<file path="src/rtl/pipeline_ctrl_pkg.sv">
// Shared opcode decode, forwarding-select encoding and hazard FSM states for the
// five-stage pipeline controller.
package pipeline_ctrl_pkg;

  localparam logic [3:0] OP_NOP   = 4'b0000;
  localparam logic [3:0] OP_STORE = 4'b0001;
  localparam logic [3:0] OP_OUT   = 4'b0100;
  localparam logic [3:0] OP_LOAD  = 4'b0111;

  typedef enum logic [1:0] {
    FWD_RF = 2'b00,
    FWD_W  = 2'b01,
    FWD_M  = 2'b10
  } fwd_sel_t;

  typedef enum logic {
    StRun,
    StOutWait
  } hz_state_t;

  function automatic logic is_writer(input logic [3:0] op);
    return op inside {4'b0010, 4'b0011, 4'b0101, 4'b0110, 4'b0111, 4'b1000, 4'b1001};
  endfunction

endpackage

</file>
<file path="src/rtl/hazard_scoreboard.sv">
// E/M/W instruction tracker: follows opcode and register fields down the pipe,
// honouring the same stall/flush controls as the real pipeline registers.
module hazard_scoreboard
  import pipeline_ctrl_pkg::*;
#(
  parameter int unsigned REG_ADDR_W = 4
) (
  input  logic                  clk,
  input  logic                  reset,
  input  logic                  stallE,
  input  logic                  flushE,
  input  logic                  flushM,
  input  logic [3:0]            opD,
  input  logic [REG_ADDR_W-1:0] rdD,
  input  logic [REG_ADDR_W-1:0] rs1D,
  input  logic [REG_ADDR_W-1:0] rs2D,
  output logic [3:0]            opE,
  output logic [REG_ADDR_W-1:0] rdE,
  output logic [REG_ADDR_W-1:0] rs1E,
  output logic [REG_ADDR_W-1:0] rs2E,
  output logic [3:0]            opM,
  output logic [REG_ADDR_W-1:0] rdM,
  output logic [3:0]            opW,
  output logic [REG_ADDR_W-1:0] rdW
);

  logic [3:0]            e_op_q, m_op_q, w_op_q;
  logic [REG_ADDR_W-1:0] e_rd_q, e_rs1_q, e_rs2_q, m_rd_q, w_rd_q;

  always_ff @(posedge clk or posedge reset) begin
    if (reset) begin
      e_op_q  <= OP_NOP;
      e_rd_q  <= '0;
      e_rs1_q <= '0;
      e_rs2_q <= '0;
      m_op_q  <= OP_NOP;
      m_rd_q  <= '0;
      w_op_q  <= OP_NOP;
      w_rd_q  <= '0;
    end else begin
      // A held E stage must not also advance into M, so M takes a bubble.
      if (stallE || flushM) begin
        m_op_q <= OP_NOP;
        m_rd_q <= '0;
      end else begin
        m_op_q <= e_op_q;
        m_rd_q <= e_rd_q;
      end

      if (!stallE) begin
        if (flushE) begin
          e_op_q  <= OP_NOP;
          e_rd_q  <= '0;
          e_rs1_q <= '0;
          e_rs2_q <= '0;
        end else begin
          e_op_q  <= opD;
          e_rd_q  <= rdD;
          e_rs1_q <= rs1D;
          e_rs2_q <= rs2D;
        end
      end

      w_op_q <= m_op_q;
      w_rd_q <= m_rd_q;
    end
  end

  assign opE  = e_op_q;
  assign rdE  = e_rd_q;
  assign rs1E = e_rs1_q;
  assign rs2E = e_rs2_q;
  assign opM  = m_op_q;
  assign rdM  = m_rd_q;
  assign opW  = w_op_q;
  assign rdW  = w_rd_q;

endmodule

</file>
<file path="src/rtl/hazard_controller.sv">
// Pipeline sequencing controller: load-use stalls, branch flushes, E-stage
// forwarding selects and the OUT handshake hold with timeout.
module hazard_controller
  import pipeline_ctrl_pkg::*;
#(
  parameter int unsigned REG_ADDR_W  = 4,
  parameter int unsigned OUT_TIMEOUT = 255
) (
  input  logic                  clk,
  input  logic                  reset,
  input  logic [3:0]            opcodeD,
  input  logic [REG_ADDR_W-1:0] rdD,
  input  logic [REG_ADDR_W-1:0] rs1D,
  input  logic [REG_ADDR_W-1:0] rs2D,
  input  logic                  useRs1D,
  input  logic                  useRs2D,
  input  logic                  branchTakenE,
  input  logic                  outAck,
  output logic                  stallF,
  output logic                  stallD,
  output logic                  stallE,
  output logic                  flushD,
  output logic                  flushE,
  output logic                  flushM,
  output logic [1:0]            forwardAE,
  output logic [1:0]            forwardBE,
  output logic                  outValid,
  output logic                  outError
);

  localparam int unsigned CntW = $clog2(OUT_TIMEOUT + 1);

  logic [3:0]            opE, opM, opW;
  logic [REG_ADDR_W-1:0] rdE, rs1E, rs2E, rdM, rdW;

  hazard_scoreboard #(
    .REG_ADDR_W (REG_ADDR_W)
  ) u_scoreboard (
    .clk    (clk),
    .reset  (reset),
    .stallE (stallE),
    .flushE (flushE),
    .flushM (flushM),
    .opD    (opcodeD),
    .rdD    (rdD),
    .rs1D   (rs1D),
    .rs2D   (rs2D),
    .opE    (opE),
    .rdE    (rdE),
    .rs1E   (rs1E),
    .rs2E   (rs2E),
    .opM    (opM),
    .rdM    (rdM),
    .opW    (opW),
    .rdW    (rdW)
  );

  hz_state_t       state_q, state_d;
  logic [CntW-1:0] cnt_q, cnt_d;
  logic            err_q, err_d;
  logic            load_use;
  logic            timeout;

  always_ff @(posedge clk or posedge reset) begin
    if (reset) begin
      state_q <= StRun;
      cnt_q   <= '0;
      err_q   <= 1'b0;
    end else begin
      state_q <= state_d;
      cnt_q   <= cnt_d;
      err_q   <= err_d;
    end
  end

  assign load_use = (opE == OP_LOAD) &&
                    ((useRs1D && (rdE == rs1D)) || (useRs2D && (rdE == rs2D)));
  // Counter starts at 0 on the first OUT_WAIT cycle, so the last permitted cycle is TIMEOUT-1.
  assign timeout  = (cnt_q == CntW'(OUT_TIMEOUT - 1));

  always_comb begin
    state_d  = state_q;
    cnt_d    = cnt_q;
    err_d    = err_q;
    stallF   = 1'b0;
    stallD   = 1'b0;
    stallE   = 1'b0;
    flushD   = 1'b0;
    flushE   = 1'b0;
    flushM   = 1'b0;
    outValid = 1'b0;
    unique case (state_q)
      StRun: begin
        if (opE == OP_OUT) begin
          stallF  = 1'b1;
          stallD  = 1'b1;
          stallE  = 1'b1;
          flushM  = 1'b1;
          state_d = StOutWait;
          cnt_d   = '0;
        end else if (branchTakenE) begin
          flushD = 1'b1;
          flushE = 1'b1;
        end else if (load_use) begin
          stallF = 1'b1;
          stallD = 1'b1;
          flushE = 1'b1;
        end
      end
      StOutWait: begin
        outValid = 1'b1;
        if (outAck || timeout) begin
          state_d = StRun;
          if (!outAck) err_d = 1'b1;
        end else begin
          stallF = 1'b1;
          stallD = 1'b1;
          stallE = 1'b1;
          flushM = 1'b1;
          cnt_d  = cnt_q + 1'b1;
        end
      end
      default: state_d = StRun;
    endcase
  end

  function automatic fwd_sel_t fwd_sel(input logic [REG_ADDR_W-1:0] rs,
                                       input logic [3:0] op_m, input logic [REG_ADDR_W-1:0] rd_m,
                                       input logic [3:0] op_w, input logic [REG_ADDR_W-1:0] rd_w);
    // A load in M has no data yet; it is picked up from W one cycle later.
    if (is_writer(op_m) && (op_m != OP_LOAD) && (rd_m == rs)) return FWD_M;
    if (is_writer(op_w) && (rd_w == rs)) return FWD_W;
    return FWD_RF;
  endfunction

  assign forwardAE = fwd_sel(rs1E, opM, rdM, opW, rdW);
  assign forwardBE = fwd_sel(rs2E, opM, rdM, opW, rdW);
  assign outError  = err_q;

endmodule

</file>
<file path="config.mk">
export PLATFORM = sky130hd
export DESIGN_NAME = hazard_controller
export DESIGN_NICKNAME = d
export VERILOG_FILES = /design/src/rtl/pipeline_ctrl_pkg.sv /design/src/rtl/hazard_scoreboard.sv /design/src/rtl/hazard_controller.sv
export SDC_FILE = /design/constraint.sdc
export NUM_CORES = 1
export LEC_CHECK = 0
export BUFFER_PORTS_ARGS = -buffer_cell sky130_fd_sc_hd__buf_2
export CORE_MARGIN = 1.5
export CORE_UTILIZATION = 42
export CTS_CLUSTER_DIAMETER = 100
export DETAILED_ROUTE_END_ITERATION = 12
export GPL_TIMING_DRIVEN = 0
export HOLD_SLACK_MARGIN = 0.06
export PLACE_DENSITY = 0.59
export SLEW_MARGIN = 20
export SYNTH_ARGS = -nofsm -noshare
export SYNTH_HDL_FRONTEND = slang
export SYNTH_SLANG_ARGS = --single-unit
</file>
<file path="constraint.sdc">
create_clock -name clk -period 2.7 [get_ports clk]
set_input_delay 0.405 -clock clk [delete_from_list [all_inputs] [get_ports clk]]
set_output_delay 0.405 -clock clk [all_outputs]
set_load 0.05 [all_outputs]
</file>
* After elaboration in Yosys (flattened, before gate mapping)
Index checks and enable logic that the tools add are counted.
Storage, ports and cells: register bits 42, input port bits 22, output and inout port bits 12, logic and storage cells 91
Cells by class: add/subtract/negate cells 1, equality and inequality tests 26, mux-type cells 37, bitwise operators 2, reduce and logical (&&, ||, !) cells 14
Operators by type and width (number):
- equality test 4 x 3 -> 1 bit (second input constant) | 8
- equality test 4 bit | 6
- two-way mux 4 bit | 6
- two-way mux 1 bit | 18
- equality test 4 x 2 -> 1 bit (second input constant) | 4
- equality test 4 bit (second input constant) | 4
- two-way mux 2 bit | 8
- two-way mux 8 bit | 2
- case mux 8 bit (2 select lines) | 1
- nonzero test 7 bit | 2
- adder 8 x 1 -> 8 bit (second input constant) | 1
- equality test 8 bit (second input constant) | 1
- logical AND 1 bit | 8
- != test 2 bit (second input constant) | 2
- != test 4 x 3 -> 1 bit (second input constant) | 1
- case mux 1 bit (2 select lines) | 2
- AND reduction 3 bit | 1
- logical OR 1 bit | 2
- NOT 1 bit | 2
- AND reduction 2 bit | 1

* Logic depth before layout (Yosys ltp)
depth in word-level cells 9, gate-level depth with buffers 9, mapped depth without buffers 8

* Cells and area by module
From an unflattened synthesis, not the netlist that was laid out.
Unflattened totals: cells, all modules 170, area total of the unflattened synthesis 1991.9 sq um
By module, submodules not included:
- hazard_scoreboard | times used 1, cells each 64, area an instance 1057.3 sq um
- hazard_controller | times used 1, cells each 106, area an instance 934.6 sq um

* Worst setup path before layout
Ideal clock, no wire load.
kind register -> output, start reg state_q, end out stallF, arrival 2760 ps, required time 2295 ps, slack -465 ps, stages on the path, launching flop included 8, path buffers 2, path through dfrtp_1 -> nor2b_1 -> o21ai_4 -> and2_4 -> inv_4 -> clkbuf_1 -> a21o_1 -> buf_4
On the way: cells in the longest elaborated chain, start to end 2
RTL lines:
- start: declaration | RTL line hazard_controller.sv:58 | hz_state_t state_q, state_d;
- start signal: assignment | RTL line hazard_controller.sv:66 | state_q <= StRun;
- start signal: assignment | RTL line hazard_controller.sv:70 | state_q <= state_d;
- NOT 1 bit
- case mux 1 bit (2 select lines) (*)
- end: declaration | RTL line hazard_controller.sv:19 | output logic stallF,
Every way passes the cells marked *; elsewhere a longest branch is shown, timed or not.

* Worst setup path in the final report
start reg u_scoreboard.e_rd_q[2], in the netlist u_scoreboard.rdE[2], end out stallF
On the way: cells in the longest elaborated chain, start to end 8
RTL lines:
- start: declaration | RTL line hazard_scoreboard.sv:28 | logic [REG_ADDR_W-1:0] e_rd_q, e_rs1_q, e_rs2_q, m_rd_q, w_rd_q;
- start signal: assignment | RTL line hazard_scoreboard.sv:58 | e_rd_q <= rdD;
- equality test 4 bit | RTL line hazard_controller.sv:77 | ((useRs1D && (rdE == rs1D)) || (useRs2D && (rdE == rs2D)));
- logical AND 1 bit | RTL line hazard_controller.sv:77
- logical OR 1 bit (*) | RTL line hazard_controller.sv:77
- logical AND 1 bit (*) | RTL line hazard_controller.sv:76 | assign load_use = (opE == OP_LOAD) &&
- two-way mux 1 bit (*) | RTL line hazard_controller.sv:104 | end else if (load_use) begin
- two-way mux 1 bit (*) | RTL line hazard_controller.sv:101 | end else if (branchTakenE) begin
- two-way mux 1 bit (*) | RTL line hazard_controller.sv:94 | if (opE == OP_OUT) begin
- case mux 1 bit (2 select lines) (*) | RTL line hazard_controller.sv:92 | unique case (state_q)
Marks and branches as above.

==> flow_metrics.tcl <==
set metrics [dict create \
    seq_area_frac_synth_pct 52.43 \
    finalSetupViolations 0 \
    top_layer_used "met4" \
    final_core_utilization_pct 53.58 \
    hp-class "in2reg" \
    fin_crit_sh_pct 94.37 \
    initial_utilization_pct 44.80 \
    first_pass_iters 4 \
    overflow 0 \
    path_class "reg2out" \
    met2_wirelength_mm 1.777 \
    layout-drive-gt1-share_pct 31.65 \
    port_buffers 33 \
    synth_cells 175 \
    startpoint_type "register" \
    wirelength_mm 4.118 \
    die_w_um 72.08 \
    cp.required_ns 2.30 \
    wl_per_cell_um 15.25 \
    clk_latency_ns 0.29 \
    total_power_mw 2.761 \
    synthArstFlopShare_pct 100.0 \
    drc 0 \
    tns_ns 0 \
    die-area_mm2 0.005196 \
    cts_tree "built" \
    vias_per_cell 5.370 \
    synth-edff-count 0 \
    grt_usage_pct 17.32 \
    hold_violations 0 \
    numCtsBuffers 5 \
    ant_nets 0 \
    crit_path_max_fanout 4 \
    yosysWarnings 0 \
    hpwl_mm 3.102 \
    fin_area_mm2 0.002397 \
    grt_pass1_wl_mm 6.996 \
    synth_area_mm2 0.002004 \
    antenna_found_initial 0 \
    clock_sinks 42 \
    via_count 1450 \
    fin_skew_ns 0.009808 \
    clock_path_buffers 2 \
    nFillCells 408 \
    cp-end-kind "primary output" \
    p_leak_nw 1.133 \
    ys_ff_latch 42 \
    ctsHtreeMaxLevel 2 \
    grt_pass1_vias 1459 \
    clk_pin_slew_ns 0.08 \
    finalNetCount 241 \
    drv_cap 0 \
    maxSlewViolCount 0 \
    wl_met1_mm 2.118 \
    core-area_mm2 0.004474 \
    die_height_um 72.08 \
    rsz0062_at_grt "false" \
    synth.distinct_cells 38 \
    synth.avg_cell_area_um2 11.45 \
    synthFlopType "dfrtp_1" \
    max-vdd-ir-drop_mv 0.6916 \
    gp_congestion 0.7880 \
    grt_max_degree 34 \
    antennaDiodeCount 0 \
    fin_crit_ns 2.548 \
    placed_area_mm2 0.002258 \
    synth_fp_nets 199 \
    tightest_slew_ns 0.4189 \
    synthToLayoutAreaGrowth_pct 19.60 \
    cp_data_arrival_time_ns 2.14 \
    pwr_density_cell_mw_per_mm2 1152 \
    num_rows 24 \
    clock.fmax_mhz 392.5 \
    slew_headroom_pct 71.98 \
    num_io_pins 34 \
    worst_hold_slack_ns 0.3291 \
    wl_met3_um 197 \
    drt_first_iter_violations 60 \
    status "finished, final reports clean" \
    cts_root_buf "clkbuf_8" \
]
[timing repair]
action / CTS / global route
hold buffers: 1 / 0
resized for setup: 1 / 2
hold endpoints to repair: 9 / 0
setup buffers: 1 / 0
setup endpoints to repair: 3 / 1
pin swaps: 1 / 0
[kinds of logic (layout without fill, tap and decap cells)]
logic type	Yosys count	after routing	share of synthesized area, %
xor gates and xnor gates	30	30	13.11
buffers and inverters	13	56	3.308
AOI/OAI and AO/OA	34	34	14.61
DFF	42	42	52.43
muxes	2	2	0.9988
and+or+nand+nor	52	52	14.29
adders and majority gates	2	2	1.248
[flip-flops by register name, indices dropped and copies added, names as in the netlist, 4 cells and up]
signal / count
u_scoreboard.rdM: 4
u_scoreboard.rdE: 4
u_scoreboard.opM: 4
u_scoreboard.opW: 4
u_scoreboard.rdW: 4
cnt_q: 8
u_scoreboard.rs1E: 4
u_scoreboard.rs2E: 4
u_scoreboard.opE: 4
[final cells by class]
| type | instances | area, µm² | share of cell area [%] |
|---|---|---|---|
| flip-flops and latches | 42 | 1052 | 43.89 |
| multi-input cells | 120 | 905.9 | 37.79 |
| repair buffers | 36 | 202.7 | 8.455 |
| clock buffers | 5 | 68.82 | 2.871 |
| well taps | 52 | 65.06 | 2.714 |
| clock inverters | 3 | 40.04 | 1.670 |
| plain buffers | 5 | 33.78 | 1.409 |
| inverters | 7 | 28.78 | 1.200 |
[layer usage]
metal	track usage, %	vias up
met5	0	-
met4	3.983	0
met3	4.444	4
met2	26.34	49
met1	25.05	696
li1	-	701
[where the power goes]
group	internal (mW)	switching, mW
clock network	0.272	0.213
registers	0.851	0.248
logic	0.487	0.690
total	1.61	1.15
[synthesized netlist by cell type, drive strengths merged (2+ instances only)]
cell	instances	share of area [%]
nand3	4	1.0
a21o	2	0.75
dfrtp	42	52
ha	2	1.2
nor3	3	0.75
nand3b	2	0.75
o22ai	2	0.62
or2	2	0.62
buf	3	1.3
o41ai	2	1.8
a21oi	2	0.50
o21ai	8	2.6
inv	7	1.4
and2	6	2.0
clkbuf	3	0.56
a22o	14	6.7
xor2	4	1.7
nor2	12	2.2
nand4	6	2.2
and3	6	1.9
xnor2	26	11
mux2i	2	1.0
nand2	7	1.3
[cell usage in the layout (no fill, tap or decap), types with 2 or more instances in the layout]
cell / instances
nand2_1: 7
nor2_1: 12
inv_1: 5
a22o_2: 10
ha_1: 2
xnor2_1: 26
nor3_1: 3
a21oi_1: 2
nand3_1: 4
mux2i_1: 2
buf_4: 3
a22o_1: 4
or2_2: 2
o22ai_1: 2
and3_1: 5
nand3b_1: 2
and2_1: 5
clkinv_2: 2
dfrtp_1: 41
clkbuf_1: 2
clkbuf_8: 5
buf_2: 33
xor2_1: 4
nand4_1: 5
o21ai_0: 7
[through the flow]
step                      std cells  worst slack [ns]
final                           270            0.1520
after CTS                       270           0.06454
after global routing            270           0.04713
after global placement          260            0.2116
after floorplan                 175            0.1405
after detailed placement        261            0.1326
[worst paths after layout]
path	from	to	slack, ns	cells past startpoint
setup / recovery	u_scoreboard.rdE[2]	stallF	0.15	7
hold / removal	rdD[2]	u_scoreboard.rdE[2]	0.33	2
setup reg to reg	cnt_q[0]	u_scoreboard.rs1E[3]	0.53	9
hold reg to reg	u_scoreboard.opM[3]	u_scoreboard.opW[3]	0.40	0
max in group asynchronous	reset	state_q	1.67	4
min in group asynchronous	reset	cnt_q[5]	0.57	3
[critical path, stage by stage, from the launching register on]
cell	delay [ns]
dfrtp_1	0.45
xor2_1	0.20
nor4_2	0.33
and3_4	0.25
or2_2	0.15
a21o_2	0.13
buf_4	0.09
buf_2	0.24
Note: power is estimated with default switching activity, not from simulation.
